===== config.mk =====
export PLATFORM = sky130hd
export DESIGN_NAME = clock_div_sequencer
export DESIGN_NICKNAME = d
export VERILOG_FILES = /design/src/rtl/clock_div_sequencer.sv
export SDC_FILE = /design/constraint.sdc
export NUM_CORES = 1
export LEC_CHECK = 0
export CAP_MARGIN = 20
export CORE_ASPECT_RATIO = 0.7
export CORE_MARGIN = 4
export CORE_UTILIZATION = 40
export CTS_BUF_LIST = sky130_fd_sc_hd__clkbuf_16
export CTS_CLUSTER_DIAMETER = 30
export CTS_CLUSTER_SIZE = 20
export DETAILED_ROUTE_END_ITERATION = 12
export HOLD_SLACK_MARGIN = 0.05
export SLEW_MARGIN = 20
export SYNTH_ARGS = -nofsm -noshare
export SYNTH_HDL_FRONTEND = slang
export SYNTH_SLANG_ARGS = --single-unit

===== constraint.sdc =====
create_clock -name clk -period 2.4 [get_ports clk]
set_clock_uncertainty 0.2 [all_clocks]
set_input_delay 0.48 -clock clk [delete_from_list [all_inputs] [get_ports clk]]
set_output_delay 0.48 -clock clk [all_outputs]
set_load 0.02 [all_outputs]

===== src/rtl/clock_div_sequencer.sv =====
// rtl/clock_div_sequencer.sv - ramps the divider N input toward a requested ratio, one settle interval per change.
// Optional feature macro: CLK_DIV_SLEW_EN (stepwise ramp; when undefined, N jumps straight to target).
module clock_div_sequencer #(
    parameter int SIZE    = 3,
    parameter int HOLD_W  = 8,
    parameter int N_RESET = 2
) (
    input  logic              clk,
    input  logic              reset,
    input  logic              req_valid,
    output logic              req_ready,
    input  logic [SIZE-1:0]   req_n,
    input  logic [HOLD_W-1:0] hold_cycles,
    input  logic              abort,
    output logic [SIZE-1:0]   n_out,
    output logic              busy,
    output logic              done
);

    localparam logic [SIZE-1:0] N_INIT = SIZE'(N_RESET);

    typedef enum logic [1:0] {
        IDLE   = 2'd0,
        STEP   = 2'd1,
        SETTLE = 2'd2
    } state_t;

    state_t              state, state_nx;
    logic [SIZE-1:0]     target, target_nx;
    logic [SIZE-1:0]     n_nx;
    logic [HOLD_W-1:0]   hold, hold_nx;
    logic [HOLD_W-1:0]   timer, timer_nx;
    logic                done_nx;

    always_ff @(posedge clk) begin
        if (reset) begin
            state  <= IDLE;
            n_out  <= N_INIT;
            target <= N_INIT;
            hold   <= '0;
            timer  <= '0;
            done   <= 1'b0;
        end else begin
            state  <= state_nx;
            n_out  <= n_nx;
            target <= target_nx;
            hold   <= hold_nx;
            timer  <= timer_nx;
            done   <= done_nx;
        end
    end

    always_comb begin
        state_nx  = state;
        n_nx      = n_out;
        target_nx = target;
        hold_nx   = hold;
        timer_nx  = timer;
        done_nx   = 1'b0;
        case (state)
            IDLE: begin
                if (req_valid) begin
                    target_nx = req_n;
                    hold_nx   = hold_cycles;
                    if (req_n == n_out) begin
                        done_nx = 1'b1;
                    end else begin
                        state_nx = STEP;
                    end
                end
            end
            STEP: begin
                // abort wins over the pending N update
                if (abort) begin
                    state_nx = IDLE;
                end else begin
`ifdef CLK_DIV_SLEW_EN
                    if (target > n_out) begin
                        n_nx = n_out + 1'b1;
                    end else begin
                        n_nx = n_out - 1'b1;
                    end
`else
                    n_nx = target;
`endif
                    timer_nx = hold;
                    state_nx = SETTLE;
                end
            end
            SETTLE: begin
                if (abort) begin
                    state_nx = IDLE;
                end else if (timer == '0) begin
                    if (n_out == target) begin
                        state_nx = IDLE;
                        done_nx  = 1'b1;
                    end else begin
                        state_nx = STEP;
                    end
                end else begin
                    timer_nx = timer - 1'b1;
                end
            end
            default: state_nx = IDLE;
        endcase
    end

    assign busy      = (state != IDLE);
    assign req_ready = (state == IDLE);

endmodule


### Word-level counts from Yosys, hierarchy flattened

Index checks and enable logic that the tools add are counted.

| operators by class | value |
|---|---|
| add/subtract/negate cells | 1 |
| multipliers | 0 |
| divide/modulo/power cells | 0 |
| $lt $le $gt $ge | 0 |
| equality and inequality tests | 10 |
| shift-type cells | 0 |
| muxes and demuxes | 17 |
| bitwise operators | 1 |
| reductions and logical operators | 8 |

Operators by type and width:

| operator | count |
|---|---|
| $mux W8 | 3 |
| $pmux W8 S2 | 1 |
| $mux W2 | 5 |
| $ne A2 B2 Y1 const B | 5 |
| $logic_not A8 Y1 | 1 |
| $sub A8 B1 Y8 const B | 1 |
| $eq A3 B3 Y1 | 2 |
| $mux W1 | 6 |
| $pmux W2 S3 | 1 |
| $reduce_and A2 Y1 | 2 |
| $reduce_and A4 Y1 | 1 |
| $reduce_bool A2 Y1 | 2 |
| $ne A3 B3 Y1 const B | 1 |
| $reduce_and A3 Y1 | 1 |
| $eq A2 B1 Y1 const B | 1 |
| $eq A2 B2 Y1 const B | 1 |
| $logic_not A2 Y1 | 1 |
| $pmux W1 S2 | 1 |
| $not A1 Y1 | 1 |

| storage, ports and cells | value |
|---|---|
| bits in registers | 25 |
| bits in latches | 0 |
| bits in writable memories | 0 |
| ROM bits | 0 |
| word-level logic and storage cells | 43 |
| memories kept | 0 |

### Logic depth before layout (Yosys ltp)

Gate-level depths: netlist of the first run.

| logic depth | value |
|---|---|
| word-level depth | 5 |
| depth in mapped cells | 7 |

### Worst setup path before layout of the first run

No wires, ideal clock.

| timing path | value |
|---|---|
| kind | reg-to-reg |
| start | register timer[0] |
| end | register timer[4] |
| library setup time | 0.134 ns |
| arrival time | 1.464 ns |
| data required time | 2.066 ns |
| path slack | 0.602 ns |
| stages on the path, launching flop included | 8 |
| buffers on the path | 1 |
| clock period less this slack | 1.798 ns |
| cell sequence | dfxtp_1 inv_1 ha_1 nor4bb_1 a211o_2 buf_6 o21ai_0 a21oi_1 |

| on the way | value |
|---|---|
| cells in the longest elaborated chain, start to end | 4 |
| elaborated cells between the ends (all ways) | 7 |
| classes of those cells | add/sub (1); eq/ne (1); mux (3); reduce/logical (2) |

RTL lines:

| item | line | RTL |
|---|---|---|
| start: declaration | 32 | `logic [HOLD_W-1:0] timer, timer_nx;` |
| start signal: assignment | 48 | `timer <= timer_nx;` |
| $sub A8 B1 Y8 | 101 | `timer_nx = timer - 1'b1;` |
| $mux W8 | 93 | `end else if (timer == '0) begin` |
| $mux W8 | 91 | `if (abort) begin` |
| $pmux W8 S2 | 60 | `case (state)` |

Parallel ways exist; a longest one is shown, timed or not. The select of a mux whose other input is x is not followed.
A chain may end at the register's enable or synchronous reset.

### Worst setup path after layout of the first run

| timing path | value |
|---|---|
| start | register state[1] |
| end | output busy |

| on the way | value |
|---|---|
| cells in the longest elaborated chain, start to end | 1 |

RTL lines:

| item | line | RTL |
|---|---|---|
| start: declaration | 28 | `state_t state, state_nx;` |
| start signal: assignment | 44 | `state <= state_nx;` |
| $reduce_bool A2 Y1 | 108 | `assign busy = (state != IDLE);` |
| end: declaration | 16 | `output logic busy,` |

Every way passes these cells.

==> flow_summary.ini, run 1 <==
[layout]
final_cell_mix = 31 x nand2_1, 25 x dfxtp_1, 20 x clkdlybuf4s50_1
num_antenna_cells = 0
postLayoutCellArea_um2 = 1560
final_common_cell = nand2_1
drive_gt1_frac = 0.0690
post-route-util = 0.540
fin_nets = 192
syn_to_final_growth_pct = 24.7

[run_status]
status = completed

[cts]
h-tree-depth = 1
cts_tree = yes
cts_buffers = 3
root_buffer = clkbuf_16
clock-sinks = 25
clk_pin_slew_ps = 60
clk_path_buf_depth = 2
ctsResizeCount = 0
clk-insertion-delay-late_ps = 260
hold_buffers = 0
post-cts-setup-buffers = 0

[logic_synthesis]
syn_inst = 155
async_flop_share = 0
yosysSeqAreaShare = 0.401
synth_area_um2 = 1250
synth_cell_types = 34
synth-edff-count = 0
ys_ff_latch = 25
yosysWarnings = 0
synthesis.nets = 172
syn_area_per_cell_um2 = 8.06
synthFlopType = dfxtp_1

[worst_setup_path]
slowest_delay_ps = 600
cp-start-kind = flop
cp-end-kind = primary output
worstPathCellList = nor2_1 -> inv_1 -> clkdlybuf4s50_1
cp_data_required_time_ps = 1720
cp_max_fo = 8
arrival_ps = 1530
worstSetupPathType = reg2out
critPathTopFamily = buffers and inverters
crit_buf_inv = 2
crit_slowest_cell = clkdlybuf4s50_1

[placed_design]
gp_congestion = 0.801
hpwl_um = 2190
placed_area_um2 = 1480
dpl_worst_slack_ps = 208
port_buffers = 20

[power_and_ir_drop]
p_int_mw = 0.728
swShare = 0.240
ir_drop_uv = 367
power.leakage_nw = 0.550
pwr-share-clk = 0.376
power.density_nw_per_um2 = 616
comb_power_share = 0.153
p_sw_mw = 0.231
p_seq_frac = 0.471

[global_routing]
overflow = 0
antenna_found_initial = 0
grt_busiest_layer = met2
grt_usage = 0.159
grtUsageMet1 = 0.213
grt_max_degree = 17
grt_pass1_vias = 1030
met3_usage = 0.0440
grt_first_pass_wirelength_um = 4840
grtUsageMet2 = 0.248

[sta]
fin_crit_ps = 2210
timing.final.ws_setup_ps = 195
worst_slew_pin_slew_ps = 534
fmax_mhz = 453
hold_viol_final = 0
tns_ps = 0
rsz0062_at_grt = false
drv_slew = 0
slew_headroom = 0.641
setup_viol = 0
timing.final.crit_share = 0.919

[drt]
antenna_left = 0
firstDrtPassIters = 4
vias = 1141
drc = 0
vias_per_cell = 5.43
wl_per_cell_um = 13.8
drt_iter0_drc = 63
wirelength_um = 2900

[worst_hold_path]
hold_path_class = reg2reg

[die]
dieArea_um2 = 4090
die_h_um = 54.7
initial_core_util = 0.433
row_count = 16
io_pins = 21
die_width_um = 74.8
coreArea_um2 = 2880

[run]
cap_violations = 0
cell families (layout without fill, tap and decap cells):
logic type	after synthesis	in the layout	synth area share
simple gates	68	68	0.276
buf+inv	12	31	0.0451
compound gates	39	39	0.193
xor+xnor	7	7	0.0491
mux	2	2	0.0160
fa+ha+maj	2	2	0.0200
flops	25	25	0.401
worst paths after layout:
path,startpoint,cells after the start,endpoint,slack [ps]
worst max-delay path,state[1]$_SDFFE_PP0P_,3,busy,190
worst min-delay path,hold[7]$_SDFFE_PP0P_,2,hold[7]$_SDFFE_PP0P_,260
worst max register to register,timer[0]$_SDFFE_PP0P_,6,timer[0]$_SDFFE_PP0P_,390
worst min register to register,hold[7]$_SDFFE_PP0P_,2,hold[7]$_SDFFE_PP0P_,260
sequential cells by signal, summed over array words and instances, names as in the netlist:
| name | cells |
|---|---|
| hold | 8 |
| done | 1 |
| state | 2 |
| timer | 8 |
| target | 3 |
| n_out | 3 |
final cells by class:
| cell class | count | area, µm² |
|---|---|---|
| multi-input combinational | 118 | 692 |
| sequential | 25 | 500 |
| fill | 278 | 1330 |
| clock buffer | 3 | 75.1 |
| clock inverter | 1 | 3.75 |
| inverter | 3 | 11.3 |
| timing repair buffer | 24 | 230 |
| tap | 36 | 45.0 |
tightest hold or removal path, cell delays in order, from the launching register on:
cell	delay [ps]
dfxtp_1	310
nand2_1	50
a21oi_1	50
synthesized netlist by cell type (2+ instances only):
| cell type | instances | area [µm²] |
|---|---|---|
| o21ai_0 | 3 | 15.0 |
| nor3b_1 | 3 | 22.5 |
| dfxtp_1 | 25 | 500 |
| o21ai_1 | 3 | 15.0 |
| ha_1 | 2 | 25.0 |
| clkbuf_1 | 5 | 18.8 |
| xor2_1 | 3 | 26.3 |
| a211oi_1 | 3 | 22.5 |
| xnor2_1 | 4 | 35.0 |
| nor3_1 | 4 | 20.0 |
| and2_1 | 2 | 12.5 |
| nor2b_1 | 2 | 12.5 |
| nor2_1 | 10 | 37.5 |
| nand4b_1 | 2 | 17.5 |
| nand2_1 | 31 | 116 |
| a21oi_1 | 18 | 90.1 |
| nand3b_1 | 3 | 22.5 |
| a21o_1 | 6 | 45.0 |
| buf_2 | 2 | 10.0 |
| nand3_1 | 5 | 25.0 |
| nor4_2 | 2 | 25.0 |
| mux2i_1 | 2 | 20.0 |
| a211o_1 | 2 | 17.5 |
| inv_1 | 3 | 11.3 |
power groups by stage:
stage / Sequential [mW] / Clock (mW) / Combinational [mW]
after CTS: 0.452 / 0.370 / 0.147
after floorplan: 0.458 / 0 / 0.0918
final: 0.452 / 0.360 / 0.147
after detailed placement: 0.461 / 0 / 0.147
after global placement: 0.460 / 0 / 0.145
after global routing: 0.454 / 0.386 / 0.163
per-layer routing:
metal	part of all wire	vias up
li1	-	575
met1	0.49	529
met2	0.44	35
met3	0.059	2
met4	0.0083	0
met5	0	-
per-stage QoR:
stage	total power, mW	cells	hold WS, ps
2_1_floorplan	0.550	155	237
3_3_place_gp	0.605	206	252
3_5_place_dp	0.608	206	252
4_1_cts	0.969	210	263
5_1_grt	1.00	210	281
6_report	0.959	210	261
Power figures use the tool's default switching activity.
==> run 2, diff against run 1 <==
--- a/config.mk
+++ b/config.mk
@@ -14,6 +14,7 @@
 export CTS_CLUSTER_SIZE = 20
 export DETAILED_ROUTE_END_ITERATION = 12
 export HOLD_SLACK_MARGIN = 0.05
+export PLACE_DENSITY = 0.68
 export SLEW_MARGIN = 20
 export SYNTH_ARGS = -nofsm -noshare
 export SYNTH_HDL_FRONTEND = slang
==> run 2 against run 1 <==
  * Flip-flop and latch count is the same
  * Register-to-register slack lost 30 ps
  * Combinational power is essentially flat
  * Power grew 2.4%
  * Die area is the same
  * Clock power grew 6.1%
  * First-iteration DRC count grew 51%
  * Count of clock-buffer cells in the layout is the same
  * Critical path depth shrank 1
  * Sequential share of layout area shrank 0.077 points
  * Critical path type unchanged
  * Critical endpoint is now req_ready
  * Largest power group unchanged
  * Highest routed layer unchanged
==> flow_summary.ini, run 2 (synthesis gave the netlist of run 1 again) <==
[run_status]
status = completed

[worst_setup_path]
crit_slowest_cell = clkdlybuf4s50_1
r2r_start = timer[0]$_SDFFE_PP0P_
cp-start-kind = flop
arrival_ps = 1550
rr_worst_depth = 6
critPathTopFamily = buffers and inverters
cp_max_fo = 8
cp-end-kind = primary output
crit_buf_inv = 1
cp_data_required_time_ps = 1720
slowest_delay_ps = 650
worstPathCellList = nor2_1 -> clkdlybuf4s50_1
r2r-end = timer[0]$_SDFFE_PP0P_
worstSetupPathType = reg2out
rrSetupSlack_ps = 360

[drt]
vias = 1144
dr_wl_met3_um = 196
wirelength_um = 2990
wl_met1_um = 1450
vias_per_cell = 5.45
drc = 0
antenna_left = 0
wl_per_cell_um = 14.2
met2WireLength_um = 1310
top_layer = met4
firstDrtPassIters = 4
drt_iter0_drc = 95

[cts]
h-tree-depth = 1
hold_buffers = 0
clk_pin_slew_ps = 70
post-cts-setup-buffers = 0
cts_tree = yes
clk_path_buf_depth = 2
cts_buffers = 3
ctsResizeCount = 0
clk-insertion-delay-late_ps = 260
clock-sinks = 25
root_buffer = clkbuf_16

[power_and_ir_drop]
power.leakage_nw = 0.545
power.density_nw_per_um2 = 629
ir_drop_uv = 432

[die]
die_width_um = 74.8
coreArea_um2 = 2880
initial_core_util = 0.433
die_h_um = 54.7
row_count = 16
dieArea_um2 = 4090
io_pins = 21

[layout]
drive_gt1_frac = 0.0747
fill_cells = 268
syn_to_final_growth_pct = 25.1
num_antenna_cells = 0
final_cell_mix = 31 x nand2_1, 25 x dfxtp_1, 20 x clkdlybuf4s50_1
fin_nets = 192
largestRegisters = hold: 8 flops, timer: 8 flops
postLayoutCellArea_um2 = 1560
final_common_cell = nand2_1

[placed_design]
gp_congestion = 0.776
placed_area_um2 = 1480
port_buffers = 20
hpwl_um = 2260

[worst_hold_path]
min_from = hold[2]$_SDFFE_PP0P_
holdPathStages = 2
hold_path_class = reg2reg
min_to = hold[2]$_SDFFE_PP0P_

[sta]
fmax_mhz = 449
drv_slew = 0
slew_headroom = 0.657
tns_ps = 0
rsz0062_at_grt = false
fin_crit_ps = 2230
hold_viol_final = 0
setup_viol = 0
timing.final.crit_share = 0.927
worst_slew_pin_slew_ps = 514

[global_routing]
grt_usage = 0.170
grt_max_degree = 17
grt_pass1_vias = 1070
overflow = 0
grt_first_pass_wirelength_um = 5120
antenna_found_initial = 0

[run]
cap_violations = 0
==> run 2: changes by cell type in the layout (fill, tap and decap cells not counted), sizes merged <==
cell,previous run,this run
inv,4,3
clkinvlp,0,1
==> run 2: metrics by stage <==
| stage | hold WS [ps] | instances | setup slack (ps) | power [mW] | util |
|---|---|---|---|---|---|
| final | 270 | 210 | 175 | 0.982 | 0.542 |
| after detailed placement | 256 | 206 | 216 | 0.610 | 0.513 |
| after CTS | 268 | 210 | 173 | 0.988 | 0.542 |
| after global placement | 248 | 206 | 229 | 0.605 | 0.513 |
| after floorplan | 237 | 155 | 602 | 0.550 | - |
| after global routing | 286 | 210 | 113 | 1.03 | 0.542 |
==> run 2: worst register-to-register path, stage by stage, from the launching register on <==
cell and delay (ps):
dfxtp_1 370, inv_1 110, ha_1 210, nor4bb_1 130
a211o_2 470, o21bai_1 200, a211oi_1 260
==> run 2: worst max path at each step <==
stage,startpoint,end,slack (ps),depth (start not counted)
5_1_grt,state[1]$_SDFFE_PP0P_,busy,110,3
6_report,state[1]$_SDFFE_PP0P_,req_ready,170,2
2_1_floorplan,timer[0]$_SDFFE_PP0P_,timer[4]$_SDFFE_PP0P_,600,7
4_1_cts,state[1]$_SDFFE_PP0P_,req_ready,170,2
3_3_place_gp,req_n[0],state[0]$_SDFFE_PP0P_,230,5
3_5_place_dp,req_n[0],state[0]$_SDFFE_PP0P_,220,5
==> run 2: area by class of cell <==
| cell class | count | area, µm² | share of cell area |
|---|---|---|---|
| multi-input combinational | 118 | 692 | 0.443 |
| inverter | 3 | 11.3 | 0.00721 |
| tap | 36 | 45.0 | 0.0288 |
| clock buffer | 3 | 75.1 | 0.0481 |
| sequential | 25 | 500 | 0.321 |
| timing repair buffer | 24 | 230 | 0.147 |
| clock inverter | 1 | 7.51 | 0.00481 |
==> run 2: routing by layer <==
metal  track usage  up-vias
met2         0.257       38
met4        0.0533        0
li1              -      571
met3        0.0440        4
met1         0.235      531
met5             0        -
==> run 2: where the power goes <==
group / switching (mW) / internal (mW)
registers: 0.0174 / 0.434
logic: 0.0771 / 0.0716
clock network: 0.155 / 0.226
